## config.mk

```make
export PLATFORM = sky130hd
export DESIGN_NAME = epc_bus_master
export DESIGN_NICKNAME = d
export VERILOG_FILES = /design/src/rtl/epc_bus_master.sv
export SDC_FILE = /design/constraint.sdc
export NUM_CORES = 1
export LEC_CHECK = 0
export BUFFER_PORTS_ARGS = -buffer_cell sky130_fd_sc_hd__buf_2
export CELL_PAD_IN_SITES_DETAIL_PLACEMENT = 0
export CELL_PAD_IN_SITES_GLOBAL_PLACEMENT = 1
export CORE_MARGIN = 2
export CORE_UTILIZATION = 42
export DETAILED_ROUTE_END_ITERATION = 8
export GPL_ROUTABILITY_DRIVEN = 0
export MAX_ROUTING_LAYER = met4
export PLACE_DENSITY = 0.77
export SYNTH_ARGS = -nofsm -noshare
export SYNTH_HDL_FRONTEND = slang
export SYNTH_SLANG_ARGS = --single-unit
```

## constraint.sdc

```tcl
create_clock -name clk -period 3.35 [get_ports clk]
set_clock_uncertainty 0.2 [all_clocks]
set_input_delay 0.67 -clock clk [delete_from_list [all_inputs] [get_ports clk]]
set_output_delay 0.67 -clock clk [all_outputs]
set_load 0.01 [all_outputs]
```

## src/rtl/epc_bus_master.sv

```systemverilog
// Initiator for the nCS/nWR/nRD/RDY peripheral bus: turns a one-cycle request into
// a timed setup/strobe/hold cycle, waits for RDY (with guard and timeout), returns read data.
module epc_bus_master #(
    parameter int DATA_W     = 8,
    parameter int ADDR_W     = 4,
    parameter int SETUP_CYC  = 2,
    parameter int STROBE_CYC = 4,
    parameter int HOLD_CYC   = 2,
    parameter int RDY_GUARD  = 4,
    parameter int TIMEOUT    = 1023
) (
    input  logic              clk,
    input  logic              nRST,
    input  logic              req,
    input  logic              we,
    input  logic [ADDR_W-1:0] addr,
    input  logic [DATA_W-1:0] wdata,
    output logic              busy,
    output logic              done,
    output logic              err,
    output logic [DATA_W-1:0] rdata,
    output logic              nCS,
    output logic              nWR,
    output logic              nRD,
    output logic [ADDR_W-1:0] ADDR,
    output logic [DATA_W-1:0] DATA_OUT,
    input  logic [DATA_W-1:0] DATA_IN,
    input  logic              RDY,
    output logic [2:0]        dbg_state
);

    typedef enum logic [2:0] {
        S_IDLE   = 3'd0,
        S_SETUP  = 3'd1,
        S_STROBE = 3'd2,
        S_HOLD   = 3'd3,
        S_WAIT   = 3'd4,
        S_DONE   = 3'd5
    } state_t;

    localparam logic [15:0] L_SETUP_LAST  = 16'(SETUP_CYC - 1);
    localparam logic [15:0] L_STROBE_LAST = 16'(STROBE_CYC - 1);
    localparam logic [15:0] L_HOLD_LAST   = 16'(HOLD_CYC - 1);
    localparam logic [15:0] L_GUARD_LAST  = 16'(RDY_GUARD - 1);
    localparam logic [15:0] L_TIMEOUT     = 16'(TIMEOUT);
    localparam logic        L_HAS_GUARD   = (RDY_GUARD != 0);

    state_t              r_state;
    state_t              w_state_nxt;
    logic [15:0]         r_cnt;
    logic [15:0]         w_cnt_nxt;
    logic                r_guard;
    logic                w_guard_nxt;
    logic                w_sample;
    logic                w_timeout;
    logic                r_we;
    logic [DATA_W-1:0]   r_cap;

    assign dbg_state = r_state;

    always_comb begin
        w_state_nxt = r_state;
        w_cnt_nxt   = r_cnt + 16'd1;
        w_guard_nxt = r_guard;
        w_sample    = 1'b0;
        w_timeout   = 1'b0;
        case (r_state)
            S_IDLE: begin
                w_cnt_nxt = '0;
                if (req) w_state_nxt = S_SETUP;
            end
            S_SETUP: if (r_cnt == L_SETUP_LAST) begin
                w_state_nxt = S_STROBE;
                w_cnt_nxt   = '0;
            end
            S_STROBE: if (r_cnt == L_STROBE_LAST) begin
                w_state_nxt = S_HOLD;
                w_cnt_nxt   = '0;
            end
            S_HOLD: if (r_cnt == L_HOLD_LAST) begin
                w_state_nxt = S_WAIT;
                w_cnt_nxt   = '0;
                w_guard_nxt = L_HAS_GUARD;
            end
            S_WAIT: begin
                // The last guard edge is also the first RDY sample; afterwards r_cnt counts samples.
                w_sample = !r_guard || (r_cnt == L_GUARD_LAST);
                if (r_guard && r_cnt == L_GUARD_LAST) begin
                    w_guard_nxt = 1'b0;
                    w_cnt_nxt   = 16'd1;
                end
                if (w_sample) begin
                    if (RDY) begin
                        w_state_nxt = S_DONE;
                        w_cnt_nxt   = '0;
                    end else if (!r_guard && r_cnt == L_TIMEOUT) begin
                        w_state_nxt = S_DONE;
                        w_cnt_nxt   = '0;
                        w_timeout   = 1'b1;
                    end
                end
            end
            S_DONE: begin
                w_state_nxt = S_IDLE;
                w_cnt_nxt   = '0;
            end
            default: begin
                w_state_nxt = S_IDLE;
                w_cnt_nxt   = '0;
            end
        endcase
    end

    always_ff @(posedge clk or negedge nRST) begin
        if (!nRST) begin
            r_state  <= S_IDLE;
            r_cnt    <= '0;
            r_guard  <= 1'b0;
            r_we     <= 1'b0;
            r_cap    <= '0;
            busy     <= 1'b0;
            done     <= 1'b0;
            err      <= 1'b0;
            rdata    <= '0;
            nCS      <= 1'b1;
            nWR      <= 1'b1;
            nRD      <= 1'b1;
            ADDR     <= '0;
            DATA_OUT <= '0;
        end else begin
            r_state <= w_state_nxt;
            r_cnt   <= w_cnt_nxt;
            r_guard <= w_guard_nxt;
            if (r_state == S_IDLE && req) begin
                r_we     <= we;
                ADDR     <= addr;
                DATA_OUT <= wdata;
            end
            if (r_state == S_STROBE && w_state_nxt == S_HOLD && !r_we) r_cap <= DATA_IN;
            // Outputs are decoded from the next state so they change on the same edge as the state.
            busy <= (w_state_nxt != S_IDLE);
            done <= (w_state_nxt == S_DONE);
            err  <= (w_state_nxt == S_DONE) && w_timeout;
            nCS  <= !(w_state_nxt == S_SETUP || w_state_nxt == S_STROBE || w_state_nxt == S_HOLD);
            nWR  <= !(w_state_nxt == S_STROBE && r_we);
            nRD  <= !(w_state_nxt == S_STROBE && !r_we);
            if (w_state_nxt == S_DONE && !r_we) rdata <= r_cap;
        end
    end

endmodule

```

* Yosys cells after proc, flatten, opt, wreduce, memory -nomap -nowiden
Index checks and enable logic that the tools add are counted.
** Word-level totals
- Register bits after elaboration :: 55
- Bits of input ports :: 25
- Output and inout bits :: 29
- Word-level logic and storage cells :: 72
** Operators by class
- $add $sub $neg :: 1
- Eq/ne operators :: 13
- Muxes and demuxes :: 22
- Reduce and logical (&&, ||, !) cells :: 22
** Operator list (number)
- 16-bit two-way mux :: 6
- 16-bit case mux with 3 select lines :: 1
- 3-bit two-way mux :: 7
- 16-bit by 1-bit adder with 16-bit output (second input constant) :: 1
- 16-bit by 1-bit == test with 1-bit output (second input constant) :: 1
- 16-bit by 10-bit == test with 1-bit output (second input constant) :: 1
- 16-bit by 2-bit == test with 1-bit output (second input constant) :: 1
- 3-bit case mux with 5 select lines :: 1
- 3-bit by 2-bit == test with 1-bit output (second input constant) :: 4
- 1-bit logical AND :: 9
- 3-bit by 1-bit == test with 1-bit output (second input constant) :: 2
- 3-bit == test (second input constant) :: 2
- 1-bit two-way mux :: 6
- 1-bit zero test :: 5
- 2-bit inequality test (second input constant) :: 2
- 3-bit zero test :: 1
- 1-bit logical OR :: 3
- 3-bit AND reduction :: 1
- 3-bit nonzero test :: 1
- 1-bit case mux with 2 select lines :: 1
- 2-bit nonzero test :: 1
- 2-bit OR reduction :: 1

* Logic depth before layout (Yosys ltp)
- Depth after elaboration :: 10
- Depth in mapped cells :: 8
- Gate-level depth less buffers :: 6

* Worst setup path before layout
OpenSTA, ideal clock, no wires.
- Kind :: register to register
- From :: reg r_cnt[0]
- To :: reg rdata[0]
- Library setup time :: 125 ps
- Arrival time :: 2346 ps
- Data required time :: 3025 ps
- Setup slack :: 680 ps
- Cell stages (with the launch flop) :: 7
- Buffers on the path :: 0
- Clock period less this slack :: 2670 ps
- Cells stage by stage :: dfrtp_1 -> ha_1 -> nand3_1 -> nor3_1 -> a21oi_1 -> a2111oi_4 -> mux2_2
** On the way
- Longest elaborated chain between the ends :: 8
- Elaborated cells on any way between the ends :: 14
- Those cells by class :: 4 x eq/ne; 7 x mux; 3 x reduce/logical
** RTL lines
- start, declared :: RTL line 50 : logic [15:0] r_cnt;
- start signal, assigned :: RTL line 132 : r_cnt <= w_cnt_nxt;
- 16-bit by 10-bit == test with 1-bit output :: RTL line 96 : end else if (!r_guard && r_cnt == L_TIMEOUT) begin
- 1-bit logical AND :: RTL line 96
- 3-bit two-way mux :: RTL line 96
- 3-bit two-way mux :: RTL line 93 : if (RDY) begin
- 3-bit two-way mux :: RTL line 92 : if (w_sample) begin
- 3-bit case mux with 5 select lines * :: RTL line 67 : case (r_state)
- 3-bit == test * :: RTL line 147 : if (w_state_nxt == S_DONE && !r_we) rdata <= r_cap;
- 1-bit logical AND * :: RTL line 147
- end signal, assigned :: RTL line 147
- end, declared :: RTL line 21 : output logic [DATA_W-1:0] rdata,
Mark *: on every way between the ends. The rest lies on a longest branch, timed or not.
A chain may end at the register's enable or synchronous reset.

* Worst setup path after layout
- From :: reg r_cnt[13]
- To :: reg rdata[4]
Same word-level chain as after synthesis.

==> summary.log <==
qor: synthesis.mean_cell_area_of_the_mapped_netlist 12.0 µm²
qor: die.floorplan.core_area 0.00557 mm²
qor: routing.drc 0
qor: layout.antennaDiodeCount 0
qor: routing.route.detailed.wl_per_inst 13.5 µm
qor: global_route.groute.usage.overall 16.0%
qor: placement.preCtsSetupSlack 0.498 ns
qor: clock_tree.clock-sinks 55
qor: routing.postRouteAntennaNets 0
qor: layout.fin_nets 289
qor: synthesis.synth-async-reset-ratio 100%
qor: synthesis.syn_nets 233
qor: clock_tree.cts.clk_slew.worst_paths 0.10 ns
qor: synthesis.netlist_instances 206
qor: global_route.first_pass_grt_wire_length 7.78 mm
qor: clock_tree.htree_num_levels 2
qor: pwr.power.share.clock 18.3%
qor: die.top_level_ports 54
qor: synthesis.yosysSeqAreaShare 56.0%
qor: global_route.globalRouteOverflowTotal 0
qor: synthesis.synth-edff-count 0
qor: hold_path.worstHoldPathType in -> async
qor: clock_tree.clock_latency 0.31 ns
qor: placement.placedInstanceArea 0.00280 mm²
qor: pwr.cellInternalPower 1.38 mW
qor: sta.timing_worst_slew_pin_value 0.723 ns
qor: die.dieArea 0.00650 mm²
qor: sta.finalSetupViolCount 0
qor: routing.detailroute.via_count 1672
qor: setup_path.r2r-end rdata[4]
qor: synthesis.register_bit_total_from_synthesis 55
qor: setup_path.crit_start r_cnt[13]
qor: clock_tree.cts-buffers-inserted 5
qor: clock_tree.cts_setup_buffers 0
qor: setup_path.worstPathRequired 3.35 ns
qor: routing.totalWireLength 4.53 mm
qor: die.placementRows 27
qor: sta.setup_ws 0.516 ns
qor: setup_path.regToRegSetupSlack 0.52 ns
qor: job.maxCapViolCount 0
qor: layout.stdcell_area 0.00290 mm²
qor: global_route.initial_antenna_violation_count 0
qor: global_route.grt_start_max_net_pins 34
qor: die.die_x 80.6 µm
qor: sta.layout_min_cycle_time 2.83 ns
qor: pwr.total_leakage_power 1.38 nW
qor: synthesis.synthDistinctLibCells 39
qor: setup_path.worstSetupStartpointType flop
qor: clock_tree.cts_tree built
qor: pwr.power_frac_seq 47.9%
qor: pwr.switching_share 34.8%
qor: clock_tree.number_of_buffers_on_the_longest_clock_path 2
qor: layout.final_core_util 52.1%
qor: sta.hold_viol 0
qor: die.die_y 80.6 µm
qor: layout.area_growth 17.7%
qor: setup_path.worstSetupEndpointType flop
qor: pwr.pwr-share-comb 33.9%
qor: setup_path.startpoint_of_the_lowest_slack_register_to_register_path r_cnt[13]
qor: sta.tns 0 ns
qor: sta.period_share 84.6%
qor: sta.timing_max_transition_violations_final 0
qor: clock_tree.cts_hold_repair.buffers 0
qor: placement.dp.final_hpwl 3.30 mm
qor: outcome.status finished, final reports clean
qor: setup_path.path_max_fanout 8
qor: die.start_util 44.2%
qor: clock_tree.cts_root_buf sky130_fd_sc_hd__clkbuf_8
qor: setup_path.worstSetupPathType reg -> reg
qor: pwr.p_sw 736 µW
qor: layout.layout-drive-gt1-share 41.1%
qor: sta.maxClockFrequency 353 MHz
qor: sta.timing.slew.headroom 51.8%
qor: synthesis.synth.cell_area 0.00247 mm²
qor: layout.finish.cell_count_without_fillers 335
qor: global_route.first_global_vias 1705
qor: synthesis.yosysWarnings 0
qor: setup_path.crit_arrival 2.84 ns
qor: setup_path.worst_r2r_path_depth 5
qor: placement.placement.io_buffers 53
qor: routing.first_pass_iters 4
qor: sta.unrepaired_setup_endpoints_after_global_routing false
qor: pwr.peakVddDrop 0.000378 V
qor: synthesis.ys.flop_type sky130_fd_sc_hd__dfrtp_1
qor: placement.dp_cells 327
qor: routing.vias_per_inst 4.99
qor: routing.detail_route.iter0.violations 102
qor: pwr.power_density 729 mW/mm²
qor: clock_tree.ctsResizeCount 0
-- critical path: stages (launching register included) --
cell and delay [ns]:
sky130_fd_sc_hd__dfrtp_1 0.45, sky130_fd_sc_hd__nor4_4 0.37, sky130_fd_sc_hd__nand4_2 0.22, sky130_fd_sc_hd__or2_2 0.42, sky130_fd_sc_hd__a2111oi_4 0.66, sky130_fd_sc_hd__mux2_2 0.40
-- power groups by stage --
stage	sequential [mW]	combinational (mW)	clock (mW)
2_1_floorplan	1.04	0.486	0
5_1_grt	1.04	0.796	0.434
6_report	1.01	0.716	0.387
3_5_place_dp	1.02	0.725	0
3_3_place_gp	1.02	0.726	0
4_1_cts	1.01	0.726	0.404
-- area by class of cell --
type | instances | area (µm²)
Clock inverter | 2 | 16.3
Inverter | 5 | 18.8
Timing Repair Buffer | 57 | 295
Sequential cell | 55 | 1380
Clock buffer | 6 | 82.6
Multi-Input combinational cell | 138 | 1020
Tap cell | 72 | 90.1
Fill cell | 530 | 2670
-- per-layer routing --
layer | track usage (%) | up-vias | part of all wire [%]
met4 | 4.07 | 0 | 0.97
met3 | 4.27 | 5 | 4.8
met2 | 23.7 | 40 | 45
met1 | 21.9 | 802 | 50
li1 | - | 825 | -
met5 | - | - | 0
-- cells by family (layout without fill, tap and decap cells) --
family	after synthesis	in the layout	synth area share (%)
simple gates	70	70	14.8
flops	55	55	56.0
mux	29	29	13.2
compound gates	22	22	6.90
xor+xnor	15	15	5.33
buf+inv	13	70	2.74
fa+ha+maj	2	2	1.01
-- sequential cells by signal, indices dropped and copies added, names as in the netlist, 3 cells and up --
| register | cells |
|---|---|
| ADDR | 4 |
| DATA_OUT | 8 |
| dbg_state | 3 |
| r_cap | 8 |
| r_cnt | 16 |
| rdata | 8 |
-- synth_stat cells (2+ instances only) --
library cell,number,area share [%]
sky130_fd_sc_hd__a211oi_1,2,0.61
sky130_fd_sc_hd__a21oi_1,6,1.2
sky130_fd_sc_hd__and3_1,5,1.3
sky130_fd_sc_hd__buf_6,2,0.91
sky130_fd_sc_hd__clkbuf_1,4,0.61
sky130_fd_sc_hd__dfrtp_1,52,53
sky130_fd_sc_hd__dfstp_2,3,3.2
sky130_fd_sc_hd__ha_1,2,1.0
sky130_fd_sc_hd__inv_1,5,0.76
sky130_fd_sc_hd__mux2_2,29,13
sky130_fd_sc_hd__nand2_1,13,2.0
sky130_fd_sc_hd__nand3_1,2,0.41
sky130_fd_sc_hd__nand4_1,2,0.51
sky130_fd_sc_hd__nand4_2,2,1.0
sky130_fd_sc_hd__nor2_1,30,4.6
sky130_fd_sc_hd__nor3_1,5,1.0
sky130_fd_sc_hd__o21ai_0,4,0.81
sky130_fd_sc_hd__or2_2,2,0.51
sky130_fd_sc_hd__or3b_2,3,1.1
sky130_fd_sc_hd__xnor2_1,8,2.8
sky130_fd_sc_hd__xor2_1,7,2.5
-- metrics by stage --
step	hold WS [ns]	total power, mW
2_1_floorplan	0.174	1.52
3_3_place_gp	0.285	1.75
3_5_place_dp	0.291	1.75
4_1_cts	0.226	2.14
5_1_grt	0.253	2.27
6_report	0.204	2.12
-- how the worst max path moves through the flow --
| stage | to | slack (ns) | depth (start not counted) |
|---|---|---|---|
| final | rdata[4] | 0.52 | 5 |
| after global routing | rdata[4] | 0.40 | 5 |
| after CTS | rdata[4] | 0.49 | 5 |
| after detailed placement | rdata[4] | 0.50 | 5 |
| after global placement | rdata[3] | 0.60 | 5 |
| after floorplan | rdata[0] | 0.68 | 6 |
-- cells in the final DEF, fill, tap and decap left out, types with 3 or more instances in the layout --
cell,instances
sky130_fd_sc_hd__buf_2,53
sky130_fd_sc_hd__dfrtp_1,52
sky130_fd_sc_hd__nor2_1,30
sky130_fd_sc_hd__mux2_2,29
sky130_fd_sc_hd__nand2_1,13
sky130_fd_sc_hd__xnor2_1,8
sky130_fd_sc_hd__xor2_1,7
sky130_fd_sc_hd__a21oi_1,6
sky130_fd_sc_hd__clkbuf_8,6
sky130_fd_sc_hd__inv_1,5
sky130_fd_sc_hd__nor3_1,5
sky130_fd_sc_hd__and3_1,5
sky130_fd_sc_hd__o21ai_0,4
sky130_fd_sc_hd__buf_4,4
sky130_fd_sc_hd__or3b_2,3
sky130_fd_sc_hd__dfstp_2,3
Note: power is estimated with default switching activity, not from simulation.
